File: src/rtl/ctrl_pkg.sv
// ctrl_pkg: state enum, instruction classes, opcode and alu_op constants shared by the controller and the ALU control decoder
package ctrl_pkg;
  typedef enum logic [3:0] {
    FETCH   = 4'd0,
    DECODE  = 4'd1,
    MEM_ADR = 4'd2,
    MEM_RD  = 4'd3,
    MEM_WB  = 4'd4,
    MEM_WR  = 4'd5,
    R_EXEC  = 4'd6,
    R_WB    = 4'd7,
    I_EXEC  = 4'd8,
    I_WB    = 4'd9,
    BRANCH  = 4'd10,
    JUMP    = 4'd11
  } state_t;
  typedef enum logic [2:0] {
    CLS_R, CLS_LW, CLS_SW, CLS_I, CLS_BR, CLS_J, CLS_ILL
  } cls_t;
  localparam logic [5:0] OP_R    = 6'b000000;
  localparam logic [5:0] OP_LW   = 6'b100011;
  localparam logic [5:0] OP_SW   = 6'b101011;
  localparam logic [5:0] OP_ADDI = 6'b001000;
  localparam logic [5:0] OP_ANDI = 6'b001100;
  localparam logic [5:0] OP_ORI  = 6'b001101;
  localparam logic [5:0] OP_BEQ  = 6'b000100;
  localparam logic [5:0] OP_BNE  = 6'b000101;
  localparam logic [5:0] OP_BGT  = 6'b010000;
  localparam logic [5:0] OP_BGE  = 6'b010001;
  localparam logic [5:0] OP_BLT  = 6'b010010;
  localparam logic [5:0] OP_BLE  = 6'b010011;
  localparam logic [5:0] OP_J    = 6'b000010;
  localparam logic [3:0] ALU_FUNCT = 4'b0000;
  localparam logic [3:0] ALU_ADD   = 4'b0001;
  localparam logic [3:0] ALU_AND   = 4'b0010;
  localparam logic [3:0] ALU_OR    = 4'b0011;
  localparam logic [3:0] ALU_BEQ   = 4'b0100;
  localparam logic [3:0] ALU_BNE   = 4'b0101;
  localparam logic [3:0] ALU_BGT   = 4'b0110;
  localparam logic [3:0] ALU_BGE   = 4'b0111;
  localparam logic [3:0] ALU_BLT   = 4'b1000;
  localparam logic [3:0] ALU_BLE   = 4'b1001;
endpackage

File: src/rtl/ctrl_opdecode.sv
// ctrl_opdecode: combinational opcode -> instruction class and alu_op (in: opcode[5:0]; out: cls, alu_op[3:0])
module ctrl_opdecode
  import ctrl_pkg::*;
(
  input  logic [5:0] opcode,
  output cls_t       cls,
  output logic [3:0] alu_op
);
  always_comb begin
    cls    = CLS_ILL;
    alu_op = ALU_ADD;
    case (opcode)
      OP_R:    begin cls = CLS_R;  alu_op = ALU_FUNCT; end
      OP_LW:   cls = CLS_LW;
      OP_SW:   cls = CLS_SW;
      OP_ADDI: cls = CLS_I;
      OP_ANDI: begin cls = CLS_I;  alu_op = ALU_AND; end
      OP_ORI:  begin cls = CLS_I;  alu_op = ALU_OR;  end
      OP_BEQ:  begin cls = CLS_BR; alu_op = ALU_BEQ; end
      OP_BNE:  begin cls = CLS_BR; alu_op = ALU_BNE; end
      OP_BGT:  begin cls = CLS_BR; alu_op = ALU_BGT; end
      OP_BGE:  begin cls = CLS_BR; alu_op = ALU_BGE; end
      OP_BLT:  begin cls = CLS_BR; alu_op = ALU_BLT; end
      OP_BLE:  begin cls = CLS_BR; alu_op = ALU_BLE; end
      OP_J:    cls = CLS_J;
      default: cls = CLS_ILL;
    endcase
  end
endmodule

File: src/rtl/multicycle_controller.sv
// multicycle_controller: multicycle CPU control FSM (in: clk, reset_n, opcode, mem_ready; out: datapath controls, state, sticky illegal_op)
module multicycle_controller
  import ctrl_pkg::*;
#(
  parameter bit MEM_WAIT_EN = 1'b1
) (
  input  logic       clk,
  input  logic       reset_n,
  input  logic [5:0] opcode,
  input  logic       mem_ready,
  output logic       pc_write,
  output logic       pc_write_cond,
  output logic       i_or_d,
  output logic       mem_read,
  output logic       mem_write,
  output logic       mem_to_reg,
  output logic       ir_write,
  output logic       reg_write,
  output logic       reg_dst,
  output logic       alu_src_a,
  output logic [1:0] pc_source,
  output logic [1:0] alu_src_b,
  output logic [3:0] alu_op,
  output logic [3:0] state,
  output logic       illegal_op
);
  state_t     state_q, state_d;
  logic [5:0] opcode_q, opcode_d;
  logic       illegal_q, illegal_d;
  cls_t       cls;
  logic [3:0] dec_alu_op;
  logic       ready;
  assign ready      = MEM_WAIT_EN ? mem_ready : 1'b1;
  assign state      = state_q;
  assign illegal_op = illegal_q;
  ctrl_opdecode u_dec (
    .opcode (state_q == DECODE ? opcode : opcode_q),
    .cls    (cls),
    .alu_op (dec_alu_op)
  );
  assign opcode_d  = state_q == DECODE ? opcode : opcode_q;
  assign illegal_d = illegal_q | (state_q == DECODE && cls == CLS_ILL);
  always_ff @(posedge clk or negedge reset_n) begin
    if (!reset_n) begin
      state_q   <= FETCH;
      opcode_q  <= '0;
      illegal_q <= 1'b0;
    end else begin
      state_q   <= state_d;
      opcode_q  <= opcode_d;
      illegal_q <= illegal_d;
    end
  end
  always_comb begin
    state_d       = FETCH;
    pc_write      = 1'b0;
    pc_write_cond = 1'b0;
    i_or_d        = 1'b0;
    mem_read      = 1'b0;
    mem_write     = 1'b0;
    mem_to_reg    = 1'b0;
    ir_write      = 1'b0;
    reg_write     = 1'b0;
    reg_dst       = 1'b0;
    alu_src_a     = 1'b0;
    pc_source     = 2'b00;
    alu_src_b     = 2'b00;
    alu_op        = 4'b0000;
    case (state_q)
      FETCH: begin
        mem_read  = reset_n;
        ir_write  = reset_n & ready;
        pc_write  = reset_n & ready;
        alu_src_b = 2'b01;
        alu_op    = ALU_ADD;
        state_d   = ready ? DECODE : FETCH;
      end
      DECODE: begin
        alu_src_b = 2'b11;
        alu_op    = ALU_ADD;
        state_d   = (cls == CLS_LW || cls == CLS_SW) ? MEM_ADR :
                    cls == CLS_R  ? R_EXEC :
                    cls == CLS_I  ? I_EXEC :
                    cls == CLS_BR ? BRANCH :
                    cls == CLS_J  ? JUMP : FETCH;
      end
      MEM_ADR: begin
        alu_src_a = 1'b1;
        alu_src_b = 2'b10;
        alu_op    = ALU_ADD;
        state_d   = cls == CLS_SW ? MEM_WR : MEM_RD;
      end
      MEM_RD: begin
        mem_read = 1'b1;
        i_or_d   = 1'b1;
        state_d  = ready ? MEM_WB : MEM_RD;
      end
      MEM_WB: begin
        reg_write  = 1'b1;
        mem_to_reg = 1'b1;
      end
      MEM_WR: begin
        mem_write = 1'b1;
        i_or_d    = 1'b1;
        state_d   = ready ? FETCH : MEM_WR;
      end
      R_EXEC: begin
        alu_src_a = 1'b1;
        alu_op    = ALU_FUNCT;
        state_d   = R_WB;
      end
      R_WB: begin
        reg_write = 1'b1;
        reg_dst   = 1'b1;
      end
      I_EXEC: begin
        alu_src_a = 1'b1;
        alu_src_b = 2'b10;
        alu_op    = dec_alu_op;
        state_d   = I_WB;
      end
      I_WB: reg_write = 1'b1;
      BRANCH: begin
        pc_write_cond = 1'b1;
        alu_src_a     = 1'b1;
        pc_source     = 2'b01;
        alu_op        = dec_alu_op;
      end
      JUMP: begin
        pc_write  = 1'b1;
        pc_source = 2'b10;
      end
      default: state_d = FETCH;
    endcase
  end
endmodule

File: config.mk
export PLATFORM = sky130hd
export DESIGN_NAME = multicycle_controller
export DESIGN_NICKNAME = d
export VERILOG_FILES = /design/src/rtl/ctrl_pkg.sv /design/src/rtl/ctrl_opdecode.sv /design/src/rtl/multicycle_controller.sv
export SDC_FILE = /design/constraint.sdc
export NUM_CORES = 1
export LEC_CHECK = 0
export ABC_AREA = 1
export CORE_MARGIN = 4
export CORE_UTILIZATION = 25
export DETAILED_ROUTE_END_ITERATION = 6
export GPL_ROUTABILITY_DRIVEN = 1
export SLEW_MARGIN = 20
export SYNTH_ARGS = -nofsm -noshare
export SYNTH_HDL_FRONTEND = slang
export SYNTH_SLANG_ARGS = --single-unit
File: constraint.sdc
create_clock -name clk -period 2.6 [get_ports clk]
set_input_delay 0.52 -clock clk [delete_from_list [all_inputs] [get_ports clk]]
set_output_delay 0.52 -clock clk [all_outputs]
set_load 0.01 [all_outputs]
==> metrics <==
DR vias/cell 4.447; GPL Wtd Cong 0.7981; P&R area growth vs syn 70.08%; Worst-Margin Slew 0.2495 ns; core area 3716 µm²; Die ar. 4979 µm²; Cells after DPL 248; GRT overflow 0; post-route ant nets 0; post-synthesis sequential area ratio 0.2813; Internal 0.001166 W; Max transition margin 0.8326; Flop pwr share 0.135; Tot GR Track Use 0.1219; synth cell count leaders nand2_1 (34), nor2_1 (23), inv_1 (19); CTS clock-pin slew for the worst setup and hold paths 0.05 ns; Clk pwr share 0.080; Final HPWL DP 2405 µm; Via Count 1,165; CP Cell Sequence inv_2, nor2_4, buf_4, buf_12, nand3_1, nand2_4, nor2_4, nand3_2, nand3_1, nand3_1, nand2_1, nand2_1, clkdlybuf4s15_1; n_diodes 0; wire per inst 11.30 µm; clock tree buffer depth 2; die width 70.56 µm; Top FF cell, synth dfrtp_1; Post-Route Setup TNS 0 ns; fmax 0.3958 GHz; met1 wire length 1382 µm; Cell Pwr Density 1317 nW/µm²; Worst Path Buf+Inv 4; Slowest-stage cell, CP dfrtp_1; Root Driver clkbuf_8; area leader, netlist dfrtp_1; Layout Nets 224; final wirelength 2960 µm; CP dominant cell by count nand3_1; Crit path largest cell delay 0.40 ns; Top-Level Pins 32; Final Slew Violations 0; delay-heaviest family, CP simple AND/OR/NAND/NOR gates; switch share 0.4681; final setup skew 0.003564 ns; Comb pwr share 0.785; worst hold-check path type in -> async; CTS tree built; EDFF count, synth 0; Pleak 0.8724 nW; crit-path max FO 6; synthesized cell area 978.4 µm²; Netlist cell types 25; vias in the first global route 1,102; post-synthesis async set-or-reset flop share 1.000; met2 wire length 1416 µm; antenna violations before repair 0; most common cell in the netlist nand2_1; status finished clean; crit path kind reg -> out; Post-Layout Cell Count 262; post-synth net total 158; startpoint types flip-flop; PortBufs 31; Crit path arrival time 2.01 ns; DIE HEIGHT 70.56 µm; worst path required time 2.08 ns; Post-Syn Instances 149; Max Cap Viol 0; top post-synthesis cells by area dfrtp_1 (28%), nand2_1 (13%), nor2_1 (8.8%); setup ws final 0.07336 ns; worst skew pair latency 0.24 ns; layout cell share with drive strength beyond 1 0.3037; Max IR drop VDD 0.4557 mV; CTS buffer count 3; Yosys reg bits 11; largest net degree at the start of global routing 11; DR pass1 iterations 4; initial core utilization 0.2633; Site Rows 22; Syn Area/Cell 6.567 µm²; DR DRC count 0; met3 WL post-DR 106 µm; hold_buf cts 0; Setup violations, final 0; dpl ws -0.1722 ns; Sw Pwr 0.001026 W; hold violation count in the final report 0; Crit. End Element primary output; clock sinks 11; top sig layer met4; starting DRC count in detailed routing 58; H-tree depth 1; global-route wire length before repair 4892 µm; post-synth top area share 0.2813; fin crit period 2.527 ns; ratio of final minimum period to clock period 0.9718; Synth Warn # 0
==> state kept, by name, indices dropped and copies added (netlist names) <==
signal      cells
opcode_q        6
illegal_op      1
state           4
==> cells by family (layout without fill, tap and decap cells) <==
| family | after synthesis | count (layout) | share of synthesized area |
|---|---|---|---|
| buf+inv | 24 | 89 | 0.1036 |
| compound gates | 13 | 13 | 0.08312 |
| flops | 11 | 11 | 0.2813 |
| simple gates | 101 | 101 | 0.5319 |
==> timing repair <==
action / in CTS / in global routing
setup endpoints to repair: 4 / 4
setup buffers: 3 / 7
gates cloned: 0 / 0
resized for setup: 6 / 14
pin swaps: 1 / 7
==> routing by layer <==
| layer | vias up | GRT usage |
|---|---|---|
| met5 | - | 0 |
| met4 | 0 | 0.05846 |
| met3 | 6 | 0.02415 |
| met2 | 23 | 0.2017 |
| met1 | 523 | 0.1518 |
| li1 | 613 | - |
==> metrics by stage <==
step	total power [W]	cell area [µm²]	hold slack [ns]	utilization
finish	0.002191	1664	0.4646	0.4478
global route	0.002376	1664	0.4696	0.4478
CTS	0.002075	1589	0.4734	0.4276
detailed placement	0.001858	1520	0.4728	0.4091
global placement	0.001854	1520	0.4629	0.4091
floorplan	0.001183	978.4	0.2244	-
==> power by group through the flow <==
| stage | Combinational [W] | Clock, W | Sequential, W |
|---|---|---|---|
| 2_1_floorplan | 0.000876 | 0 | 0.000308 |
| 6_report | 0.00172 | 0.000176 | 0.000295 |
| 4_1_cts | 0.00160 | 0.000178 | 0.000295 |
| 5_1_grt | 0.00188 | 0.000189 | 0.000305 |
| 3_3_place_gp | 0.00156 | 0 | 0.000297 |
| 3_5_place_dp | 0.00156 | 0 | 0.000301 |
==> area by class of cell <==
cell class | count | area (µm²)
tap | 48 | 60.06
clock inverter | 1 | 5.005
multi-input combinational | 114 | 626.9
inverter | 22 | 82.58
clock buffer | 3 | 41.29
fill | 390 | 2052
sequential | 11 | 277.8
timing repair buffer | 63 | 570.5
==> layout by cell type (no fill, tap or decap), drive strengths merged, types with 3 or more instances in the layout <==
master,n
nand3,18
nor2,30
dfrtp,11
o21ai,3
nand2,45
inv,22
clkbuf,5
buf,32
a21oi,4
clkdlybuf4s50,25
nand4,4
==> path summary, 6_finish.rpt <==
| path | from | to | slack [ns] | depth (start not counted) |
|---|---|---|---|---|
| worst max-delay path | state[0]$_DFF_PN0_ | alu_op[0] | 0.07 | 13 |
| worst min-delay path | reset_n | illegal_op$_DFF_PN0_ | 0.46 | 1 |
| worst max register to register | state[0]$_DFF_PN0_ | illegal_op$_DFF_PN0_ | 0.71 | 14 |
| worst min register to register | illegal_op$_DFF_PN0_ | illegal_op$_DFF_PN0_ | 0.48 | 2 |
| max in group asynchronous | reset_n | state[3]$_DFF_PN0_ | 1.76 | 2 |
| min in group clk | illegal_op$_DFF_PN0_ | illegal_op$_DFF_PN0_ | 0.48 | 2 |
No activity file was read; power rests on OpenSTA's default activity.
==> variant, RTL diff (same settings) <==
`MEM_WAIT_EN`: 1'b1 -> 1'b0.
--- a/src/rtl/multicycle_controller.sv
+++ b/src/rtl/multicycle_controller.sv
@@ -3,5 +3,5 @@
   import ctrl_pkg::*;
 #(
-  parameter bit MEM_WAIT_EN = 1'b1
+  parameter bit MEM_WAIT_EN = 1'b0
 ) (
   input  logic       clk,
Function: changed (Yosys sat finds a counterexample within 4 cycles, from zero or initial values and one cycle with reset_n low).
==> variant against the original RTL <==
- routed wire length down 3.2%
- via count down 7.1%
- setup slack better by 0.064 ns
- final cell count down 1.9%
- die area down 2.8%
- design area down 4.5%
- sequential cell count unchanged
- synthesized area down 3.2%
- power down 1.8%
- largest power group unchanged
==> variant: results (changes against the original RTL) <==
| Metric | Value |
|---|---|
| Non-clock buffer count | 60 (-4.8%) |
| First-pass GRT wire length | 4770 um (-2.6%) |
| Number of distinct library cells after synthesis | 22 (-12%) |
| Proportion of layout cells with a drive suffix above 1 | 0.297 (-0.00709) |
| Portion of the layout cell area used by non-clock buffers | 0.334 (-0.00900) |
| Wire length per cell | 11.2 um (-1.3%) |
| Slew of the pin with the lowest slew margin | 0.231 ns (-0.0185 ns) |
| Number of search-and-repair iterations in the first detailed-routing pass | 4 (unchanged) |
| Setup Skew | 0.00113 ns (-0.00243 ns) |
| Total area of sequential cells | 277 um2 (-0.45%) |
| Mean cell area of the mapped netlist | 6.53 um2 (-0.53%) |
| Number of global-route vias before repair | 1091 (-1.0%) |
| Total number of multi-input combinational cells | 110 (-3.5%) |
| Number of fill cells in the layout | 377 (-3.3%) |
| Top delay family on crit path | simple AND/OR/NAND/NOR gates |
| Leakage component of the power | 0.801 nW (-8.1%) |
| Min-delay worst type | flop to flop |
| CP startpoint | state[3] |
| Share of the synthesized area in the top cell type | 0.291 (+0.00929) |
| IO buf count | 30 (-3.2%) |
| Status | completed |
| # placed instances | 246 (-0.81%) |
| Minimum hold slack | 0.464 ns (-0.000264 ns) |
| Delay contributed by the slowest stage of the critical path | 0.42 ns (+0.02 ns) |
| Pin count of the biggest net entering global routing | 12 (+1) |
| Crit path DAT | 1.94 ns (-0.07 ns) |
| Tcrit/Tclk final | 0.947 (-0.0247) |
| Final net count | 219 (-2.2%) |
| Worst setup path end | alu_op[2] |
| Layout inverter count without the clock tree | 24 (+9.1%) |
| Number of resized instances in the post-cts repair step | 8 (+2) |
| Die width | 69.6 um (-1.4%) |
| Terminus of the critical flop-to-flop path | state[1] |
| Sequential element share of the synthesized area | 0.291 (+0.00929) |
| Syn-to-layout area delta | 67.8% |
| Total half-perimeter wirelength after legalization and detailed placement | 2270 um (-5.6%) |
| Standard cell area after detailed placement | 1480 um2 (-2.6%) |
| Global routing usage summed across all routing layers | 0.121 (-0.000450) |
| Cell types with the highest counts after synthesis | 38 x sky130_fd_sc_hd__nand2_1, 24 x sky130_fd_sc_hd__nor2_1, 22 x sky130_fd_sc_hd__inv_1 |
==> variant: cell count changes after synthesis, sizes merged, moves of 3 or more <==
cell / before / now
o21ai: 3 / 6
nand3: 18 / 13
a21oi: 4 / 1
nand2: 45 / 50
==> variant: worst min-delay path, delay by kind of cell (launching register included) <==
kind / cells / cell delay [ns]
flip-flops: 1 / 0.34
buffers and inverters: 1 / 0.04
AND/OR/NAND/NOR: 1 / 0.06
==> variant: per-layer routing <==
layer	GRT usage	wire (um)
met1	0.153	1430
met5	0	0
met4	0.0456	42
met2	0.202	1310
met3	0.0261	81
==> variant: logic make-up (layout without fill, tap and decap cells) <==
group,after synthesis,in the layout,synth area share
DFF,11,11,0.291
and+or+nand+nor,100,101,0.548
buffers and inverters,25,88,0.108
AOI/OAI and AO/OA,9,9,0.0528
==> variant: power by group <==
group          internal (mW)  switching, mW
sequential             0.242         0.0404
combinational          0.794          0.893
clock                  0.106         0.0763
